--- src/rtl/factorial_divider_pkg.sv ---
// Shared widths, state encoding and constants for the factorial divider.
// The operand widths match the Booth multiplier datapath that produces n!.
package factorial_divider_pkg;

    localparam int DIVIDEND_W = 128;
    localparam int DIVISOR_W  = 64;
    localparam int CNT_W      = 8;

    typedef enum logic [1:0] {
        IDLE = 2'b00,
        CALC = 2'b01,
        DONE = 2'b10
    } div_state_t;

    localparam logic [DIVIDEND_W-1:0] DBZ_QUOTIENT = {DIVIDEND_W{1'b1}};

endpackage

--- src/rtl/factorial_divider_div_step.sv ---
// One restoring-division iteration: shift in the next dividend bit and
// conditionally subtract the divisor, producing one quotient bit.
import factorial_divider_pkg::*;

module factorial_divider_div_step (
    input  logic [DIVISOR_W:0]   partial_rem,
    input  logic                 next_bit,
    input  logic [DIVISOR_W-1:0] divisor,
    output logic [DIVISOR_W:0]   new_rem,
    output logic                 q_bit
);

    logic [DIVISOR_W:0]   shifted_s;
    logic [DIVISOR_W:0]   sub_b_s;
    logic [DIVISOR_W+1:0] sum_s;
    logic                 no_borrow_s;

    // Trial subtract as an add of the ones complement with carry-in 1.
    // A set partial_rem MSB means the shifted value already exceeds the
    // divisor, so it forces the subtract regardless of the carry.
    always_comb begin
        shifted_s   = {partial_rem[DIVISOR_W-1:0], next_bit};
        sub_b_s     = ~{1'b0, divisor};
        sum_s       = {1'b0, shifted_s} + {1'b0, sub_b_s} + {{(DIVISOR_W+1){1'b0}}, 1'b1};
        no_borrow_s = sum_s[DIVISOR_W+1] | partial_rem[DIVISOR_W];
        if (no_borrow_s) begin
            new_rem = sum_s[DIVISOR_W:0];
            q_bit   = 1'b1;
        end else begin
            new_rem = shifted_s;
            q_bit   = 1'b0;
        end
    end

endmodule

--- src/rtl/factorial_divider.sv ---
// Sequential radix-2 restoring divider: 128-bit dividend / 64-bit divisor,
// one quotient bit per clock, with start/busy/done handshake.
import factorial_divider_pkg::*;

module factorial_divider (
    input  logic                  clk,
    input  logic                  reset,
    input  logic                  start,
    input  logic [DIVIDEND_W-1:0] dividend,
    input  logic [DIVISOR_W-1:0]  divisor,
    output logic                  busy,
    output logic                  done,
    output logic [DIVIDEND_W-1:0] quotient,
    output logic [DIVISOR_W-1:0]  remainder,
    output logic                  div_by_zero
);

    div_state_t            state_r, state_next_s;
    logic [CNT_W-1:0]      cnt_r;
    logic [DIVISOR_W:0]    prem_r;
    logic [DIVIDEND_W-1:0] dshift_r;
    logic [DIVISOR_W-1:0]  divisor_r;
    logic [DIVIDEND_W-1:0] quotient_r;
    logic [DIVISOR_W-1:0]  remainder_r;
    logic                  dbz_r;
    logic                  busy_r;
    logic                  done_r;

    logic                  load_s;
    logic                  dbz_load_s;
    logic                  step_s;
    logic [DIVISOR_W:0]    step_rem_s;
    logic                  step_q_s;

    factorial_divider_div_step u_div_step (
        .partial_rem (prem_r),
        .next_bit    (dshift_r[DIVIDEND_W-1]),
        .divisor     (divisor_r),
        .new_rem     (step_rem_s),
        .q_bit       (step_q_s)
    );

    // Next-state and datapath strobes; DONE accepts start just like IDLE.
    always_comb begin
        state_next_s = state_r;
        load_s       = 1'b0;
        dbz_load_s   = 1'b0;
        step_s       = 1'b0;
        case (state_r)
            IDLE, DONE: begin
                if (start) begin
                    if (divisor != {DIVISOR_W{1'b0}}) begin
                        state_next_s = CALC;
                        load_s       = 1'b1;
                    end else begin
                        state_next_s = DONE;
                        dbz_load_s   = 1'b1;
                    end
                end else begin
                    state_next_s = IDLE;
                end
            end
            CALC: begin
                step_s = 1'b1;
                if (cnt_r == CNT_W'(DIVIDEND_W - 1)) begin
                    state_next_s = DONE;
                end else begin
                    state_next_s = CALC;
                end
            end
            default: begin
                state_next_s = IDLE;
            end
        endcase
    end

    // State, iteration datapath and registered result outputs.
    always_ff @(posedge clk) begin
        if (reset) begin
            state_r     <= IDLE;
            cnt_r       <= {CNT_W{1'b0}};
            prem_r      <= {(DIVISOR_W+1){1'b0}};
            dshift_r    <= {DIVIDEND_W{1'b0}};
            divisor_r   <= {DIVISOR_W{1'b0}};
            quotient_r  <= {DIVIDEND_W{1'b0}};
            remainder_r <= {DIVISOR_W{1'b0}};
            dbz_r       <= 1'b0;
            busy_r      <= 1'b0;
            done_r      <= 1'b0;
        end else begin
            state_r <= state_next_s;
            busy_r  <= (state_next_s == CALC);
            done_r  <= (state_next_s == DONE);
            if (load_s) begin
                dshift_r  <= dividend;
                divisor_r <= divisor;
                prem_r    <= {(DIVISOR_W+1){1'b0}};
                cnt_r     <= {CNT_W{1'b0}};
                dbz_r     <= 1'b0;
            end else if (dbz_load_s) begin
                quotient_r  <= DBZ_QUOTIENT;
                remainder_r <= dividend[DIVISOR_W-1:0];
                dbz_r       <= 1'b1;
            end else if (step_s) begin
                prem_r   <= step_rem_s;
                dshift_r <= {dshift_r[DIVIDEND_W-2:0], step_q_s};
                cnt_r    <= cnt_r + {{(CNT_W-1){1'b0}}, 1'b1};
                if (state_next_s == DONE) begin
                    quotient_r  <= {dshift_r[DIVIDEND_W-2:0], step_q_s};
                    remainder_r <= step_rem_s[DIVISOR_W-1:0];
                end
            end
        end
    end

    assign busy        = busy_r;
    assign done        = done_r;
    assign quotient    = quotient_r;
    assign remainder   = remainder_r;
    assign div_by_zero = dbz_r;

endmodule

--- config.mk ---
export PLATFORM = sky130hd
export DESIGN_NAME = factorial_divider
export DESIGN_NICKNAME = d
export VERILOG_FILES = /design/src/rtl/factorial_divider_pkg.sv /design/src/rtl/factorial_divider_div_step.sv /design/src/rtl/factorial_divider.sv
export SDC_FILE = /design/constraint.sdc
export NUM_CORES = 1
export LEC_CHECK = 0
export CAP_MARGIN = 20
export CORE_UTILIZATION = 45
export CTS_BUF_LIST = sky130_fd_sc_hd__clkbuf_4 sky130_fd_sc_hd__clkbuf_8
export DETAILED_ROUTE_END_ITERATION = 8
export GPL_TIMING_DRIVEN = 0
export PLACE_DENSITY_LB_ADDON = 0.08
export SYNTH_ARGS = -nofsm -noshare
export SYNTH_HDL_FRONTEND = slang
export SYNTH_SLANG_ARGS = --single-unit
--- constraint.sdc ---
create_clock -name clk -period 6.44 [get_ports clk]
set_input_delay 1.61 -clock clk [delete_from_list [all_inputs] [get_ports clk]]
set_output_delay 1.61 -clock clk [all_outputs]
set_load 0.005 [all_outputs]
Word level (Yosys, flattened, before mapping)
Cells that the tools add are included.
{ "op_classes": {"eq_ne": 6, "order_cmp": 0, "n_div": 0, "n_addsub": 3, "bitwise": 4, "reduce_logical": 10, "mul": 0, "shift": 0, "mux": 22} }
{ "op_table": {"columns": ["operator", "count"], "rows": [
  ["$mux 128", 6],
  ["$mux 64", 3],
  ["$add 65x65->66", 1],
  ["$add 66x1->66 const B", 1],
  ["$mux 65", 1],
  ["$not 64->65", 1],
  ["$reduce_bool 64->1", 1],
  ["$add 8x1->8 const B", 1],
  ["$eq 8x7->1 const B", 1],
  ["$mux 1", 8],
  ["$mux 2", 3],
  ["$reduce_bool 2->1", 3],
  ["$eq 2x1->1 const B", 2],
  ["$eq 2x2->1 const B", 2],
  ["$pmux 2 s2", 1],
  ["$reduce_and 2->1", 2],
  ["$reduce_or 2->1", 2],
  ["$reduce_and 3->1", 1],
  ["$logic_not 2->1", 1],
  ["$ne 2x2->1 const B", 1],
  ["$not 1->1", 2],
  ["$or 1x1->1", 1]
]} }
{ "totals": {"out_inout_bits": 195, "in_bits": 195, "ram_bits": 0, "n_memories": 0, "latch_bits": 0, "rom_bits": 0, "register_bits": 462, "word_cells": 55} }

Logic depth before layout (Yosys ltp)
{ "depth": {"word_depth": 8, "ltp_mapped": 15, "ltp_nobuf": 15} }

Cells and area by module
From an unflattened synthesis, not the netlist that was laid out.
{ "hier_totals": {"hier_cells": 3103, "area_unflattened_um2": 23457.5} }
{ "modules_own_cells": {"columns": ["module", "area_each_um2", "cells_each", "seq_area_each_um2", "instances"], "rows": [
  ["factorial_divider", 18555.3, 2312, 9248.9, 1],
  ["factorial_divider_div_step", 4902.2, 791, 0.0, 1]
]} }

Worst setup path before layout
OpenSTA, ideal clock, no wires.
{ "synth_timing": {"path_kind": "input port to flip-flop", "start": "in divisor[0]", "end": "reg quotient_r[10] (netlist: quotient[10])", "path_buffers": 3, "cell_stages": 9, "setup_ps": 78, "required_ps": 6362, "slack_ps": 2780, "arrival_ps": 3582, "path_cell_list": "nor4_1 -> nand4_1 -> nor4_1 -> and2_1 -> clkbuf_1 -> clkbuf_1 -> buf_1 -> nor3_1 -> nor3_1"} }
{ "synth_between": {"elab_chain_cells": 7, "elab_cells_between_ends": 16, "cone_classes": "1 x eq/ne; 10 x mux; 1 x bitwise; 4 x reduce/logical"} }
{ "synth_rtl": {"columns": ["element", "line", "text"], "rows": [
  ["from (decl)", "factorial_divider.sv:10", "input logic [DIVISOR_W-1:0] divisor,"],
  ["$reduce_bool 64->1 *", "factorial_divider.sv:52", "if (divisor != {DIVISOR_W{1'b0}}) begin"],
  ["$mux 2", "factorial_divider.sv:52", null],
  ["$mux 2", "factorial_divider.sv:51", "if (start) begin"],
  ["$pmux 2 s2", "factorial_divider.sv:49", "case (state_r)"],
  ["$eq 2x2->1", "factorial_divider.sv:108", "if (state_next_s == DONE) begin"],
  ["$reduce_bool 2->1 (no source line)", null, null],
  ["$reduce_and 3->1 (no source line)", null, null],
  ["to (signal assigned)", "factorial_divider.sv:85", "quotient_r <= {DIVIDEND_W{1'b0}};"],
  ["to (signal assigned)", "factorial_divider.sv:109", "quotient_r <= {dshift_r[DIVIDEND_W-2:0], step_q_s};"],
  ["to (decl)", "factorial_divider.sv:23", "logic [DIVIDEND_W-1:0] quotient_r;"]
]} }
Every way passes the cells marked *; elsewhere a longest branch is shown, timed or not.
A chain may end at the register's enable or synchronous reset.

Final worst setup path
{ "layout_timing": {"start": "in divisor[9]", "end": "reg remainder_r[4] (netlist: remainder[4])"} }
{ "layout_between": {"elab_chain_cells": 7, "elab_cells_between_ends": 16, "cone_classes": "1 x eq/ne; 10 x mux; 1 x bitwise; 4 x reduce/logical"} }
{ "layout_rtl": {"columns": ["element", "line", "text"], "rows": [
  ["$reduce_bool 64->1 *", "factorial_divider.sv:52", null],
  ["$mux 2", "factorial_divider.sv:52", null],
  ["$mux 2", "factorial_divider.sv:51", null],
  ["$pmux 2 s2", "factorial_divider.sv:49", null],
  ["$eq 2x2->1", "factorial_divider.sv:108", null],
  ["$reduce_bool 2->1 (no source line)", null, null],
  ["$reduce_and 3->1 (no source line)", null, null],
  ["to (signal assigned)", "factorial_divider.sv:86", "remainder_r <= {DIVISOR_W{1'b0}};"],
  ["to (signal assigned)", "factorial_divider.sv:102", "remainder_r <= dividend[DIVISOR_W-1:0];"],
  ["to (signal assigned)", "factorial_divider.sv:110", "remainder_r <= step_rem_s[DIVISOR_W-1:0];"],
  ["to (decl)", "factorial_divider.sv:24", "logic [DIVISOR_W-1:0] remainder_r;"]
]} }
Marks and branches as above.

==> flow_summary.ini <==
[synth]
synth_edf_count = 0
yosys_warnings = 0
synth_async_sr_flop_share_pct = 0
synth-simple-area-share_pct = 21.0
syn_inst = 2798
synth_flop_cell = dfxtp_1
ys_seq_area_share_pct = 42.1
synthesis.nets = 3059
synth_fa_ha_area_share_pct = 3.80
synth_area_mm2 = 0.0219
ys_ff_latch = 462
ys_types = 72
synthMuxAreaShare_pct = 2.03
syn_area_per_cell_um2 = 7.84
synth_top_family_by_area = compound AO/OA/AOI/OAI gates
synth_xor_area_share_pct = 2.63
synth_compound_area_share_pct = 22.7

[grt]
top_usage_layer = met2
grtUsageTotal_pct = 33.2
use_met1_pct = 43.7
antenna_found_initial = 16
grt_util_met3_pct = 8.44
overflow = 0
grt_max_degree = 12
grt_pass1_wl_mm = 126
grt_use_met2_pct = 51.4
grt_pass1_vias = 21700

[setup_path]
arrival_ps = 6400
worstSetupPathType = in -> reg
r2r_end = remainder[54]
r2r_start = dshift_r[127]
startpoint = divisor[9]
critPathCapture = remainder[4]
crit_path_max_fanout = 10
worst_setup_path_end_kind = flop
crit_required_ps = 7020
r2r_slack_ps = 2120
rr_worst_depth = 15
critPathLaunchType = input pin

[floorplanning]
die_w_um = 223
core_mm2 = 0.0479
start_util_pct = 45.8
dieArea_mm2 = 0.0497
row_count = 80
pin_count = 390
die-height_um = 223

[outcome]
status = finished clean

[place]
gp_congestion = 0.893
io_buffers = 388
dp.cells = 3802
dpl_cell_area_mm2 = 0.0266
place_hpwl_mm = 66.2

[pwr]
clockPowerShare_pct = 36.6
intPower_mw = 5.35
p_comb_share_pct = 24.9
seq_power_share_pct = 38.5
peakVddDrop_uv = 193
cellPowerDensity_mw_per_mm2 = 281
sw_frac_of_total_pct = 32.8
leakagePower_nw = 10.7
power_switching_mw = 2.61

[clock_tree]
cts_tree = yes
cts.sink_count = 462
post_cts_buffers = 0
clk_latency_ps = 670
clk_path_buf_depth = 3
cts_hold_buf = 0
h-tree-depth = 3
root_buffer = clkbuf_8
cts_made_buffers = 80
clk_pin_slew_ps = 60
postCtsResizedCells = 0

[layout]
fill_cells = 4463
postLayoutCellArea_mm2 = 0.0284
register_area_mm2 = 0.00925
instances_no_fill = 3958
final_net_count = 3531
multi_input_area_mm2 = 0.0115
drive_above_1_share_pct = 5.58
area_growth_pct = 29.3

[sta]
fmax_mhz = 172
fin_setup_tns_ps = 0
timing.final.crit_share_pct = 90.5
setup_viol = 0
fin_worst_skew_ps = 28.8
worst_pin_slew_ps = 1090
finalCriticalPeriod_ps = 5830
relSlewSlack_pct = 27.7
hold_violations = 0
rsz0062_at_grt = false
maxSlewViolCount = 0

[flow_run]
maxCapViolations = 0

[route]
postRouteAntennaNets = 0
drt_first_pass_iters = 8
wl_per_cell_um = 21.3
drt-total-wl_mm = 84.2
drt-vias-per-instance = 5.77
drt_iter0_markers = 2144
drc_errors = 0
vias = 22800

[min_path]
min-delay-path-class = reg -> reg
[cells in the mapped netlist (all sizes together) (9+ instances only)]
master    n  area [um2]
o31ai     9        72.6
inv      86         323
nor3    269        1350
nand4    32         200
a21o     67         503
nor2    241         921
buf      28         169
a21oi   346        1730
nor2b    12        75.1
dfxtp   462        9250
a211oi   65         498
o21ai   116         581
a22oi   128         961
xnor2    43         377
nand3    21         105
and3     17         108
clkbuf  200         752
xor2     23         201
o21bai   19         143
or3       9        61.3
nand2   390        1470
mux2i    40         400
ha       65         813
a31oi    11        68.8
and2      9        56.3
nor4     20         125
[registers in the layout, indices dropped and copies added (netlist names)]
| name | cells |
|---|---|
| cnt_r | 8 |
| quotient | 128 |
| dshift_r | 128 |
| done | 1 |
| prem_r | 65 |
| remainder | 64 |
| div_by_zero | 1 |
| state_r | 2 |
| divisor_r | 64 |
| busy | 1 |
[cell usage in the layout (no fill, tap or decap), drive strengths merged, types with 4 or more instances in the layout]
master and n:
buf 30, mux2i 40, nor4 20, clkdlybuf4s50 388, nor3 269, o21a 8
nor2 241, ha 65, o2111ai 4, a31oi 11, xnor2 43, o31ai 9
nand4 32, mux2 4, xor2 23, o21bai 19, a221oi 5, and2 9
a22oi 128, inv 89, dfxtp 462, diode 12, a21o 67, nand3 21
and4 7, or3 9, a21oi 346, nor2b 12, nand2b 6, a211oi 65
nand2 390, o211ai 5, clkbuf 327, clkinv 9, and3 17, o21ai 116
[worst min path at each step]
stage                     slack (ps)          start  depth (start not counted)            end
after floorplan                  440  divisor_r[10]                          2  divisor_r[10]
after global placement           450  divisor_r[37]                          2  divisor_r[37]
after detailed placement         450  divisor_r[27]                          2  divisor_r[27]
after CTS                        460  divisor_r[27]                          2  divisor_r[27]
after global routing             480  divisor_r[14]                          2  divisor_r[14]
final                            460  divisor_r[27]                          2  divisor_r[27]
[power groups by stage]
stage	Combinational, mW	Sequential (mW)	Clock, mW
detailed placement	1.94	3.13	0
global placement	1.93	3.12	0
finish	1.98	3.07	2.91
floorplan	1.29	3.09	0
global route	2.13	3.08	3.08
CTS	1.95	3.07	2.95
[worst max-delay path, cell delays in order]
cell and delay (ps):
clkdlybuf4s50_1 510, nor4_1 730, nand4_1 320, nor4_1 810, and2_1 240, clkbuf_1 380, clkbuf_1 800, clkbuf_1 630
nand2_1 170, a21oi_1 190
[logic make-up after synthesis]
| kind of cell | Yosys count |
|---|---|
| buffers and inverters | 314 |
| adder cells (fa/ha/maj) | 66 |
| AND/OR/NAND/NOR | 1039 |
| multiplexers | 44 |
| XOR/XNOR | 66 |
| flip-flops | 462 |
| AO/OA/AOI/OAI | 807 |
[per-stage QoR]
step	total power, mW	worst slack [ps]	hold slack (ps)	utilization [%]
detailed placement	5.06	-191	448	55.5
floorplan	4.38	2780	436	-
CTS	7.96	448	456	59.1
global placement	5.05	-164	447	55.5
finish	7.96	612	456	59.2
global route	8.29	457	475	59.2
[area by class of cell]
class / instances / area share, %
clock inverters: 16 / 0.578
multi-input cells: 2022 / 40.4
repair buffers: 390 / 13.7
plain buffers: 228 / 3.25
clock buffers: 127 / 5.54
well taps: 615 / 2.71
flip-flops and latches: 462 / 32.6
diodes: 12 / 0.106
inverters: 86 / 1.14
[metal layers]
metal | up-vias | share of wire, %
met5 | - | 0.075
met4 | 10 | 3.6
met3 | 166 | 9.1
met2 | 917 | 44
met1 | 10900 | 43
li1 | 10800 | -
Note: power is estimated with default switching activity, not from simulation.
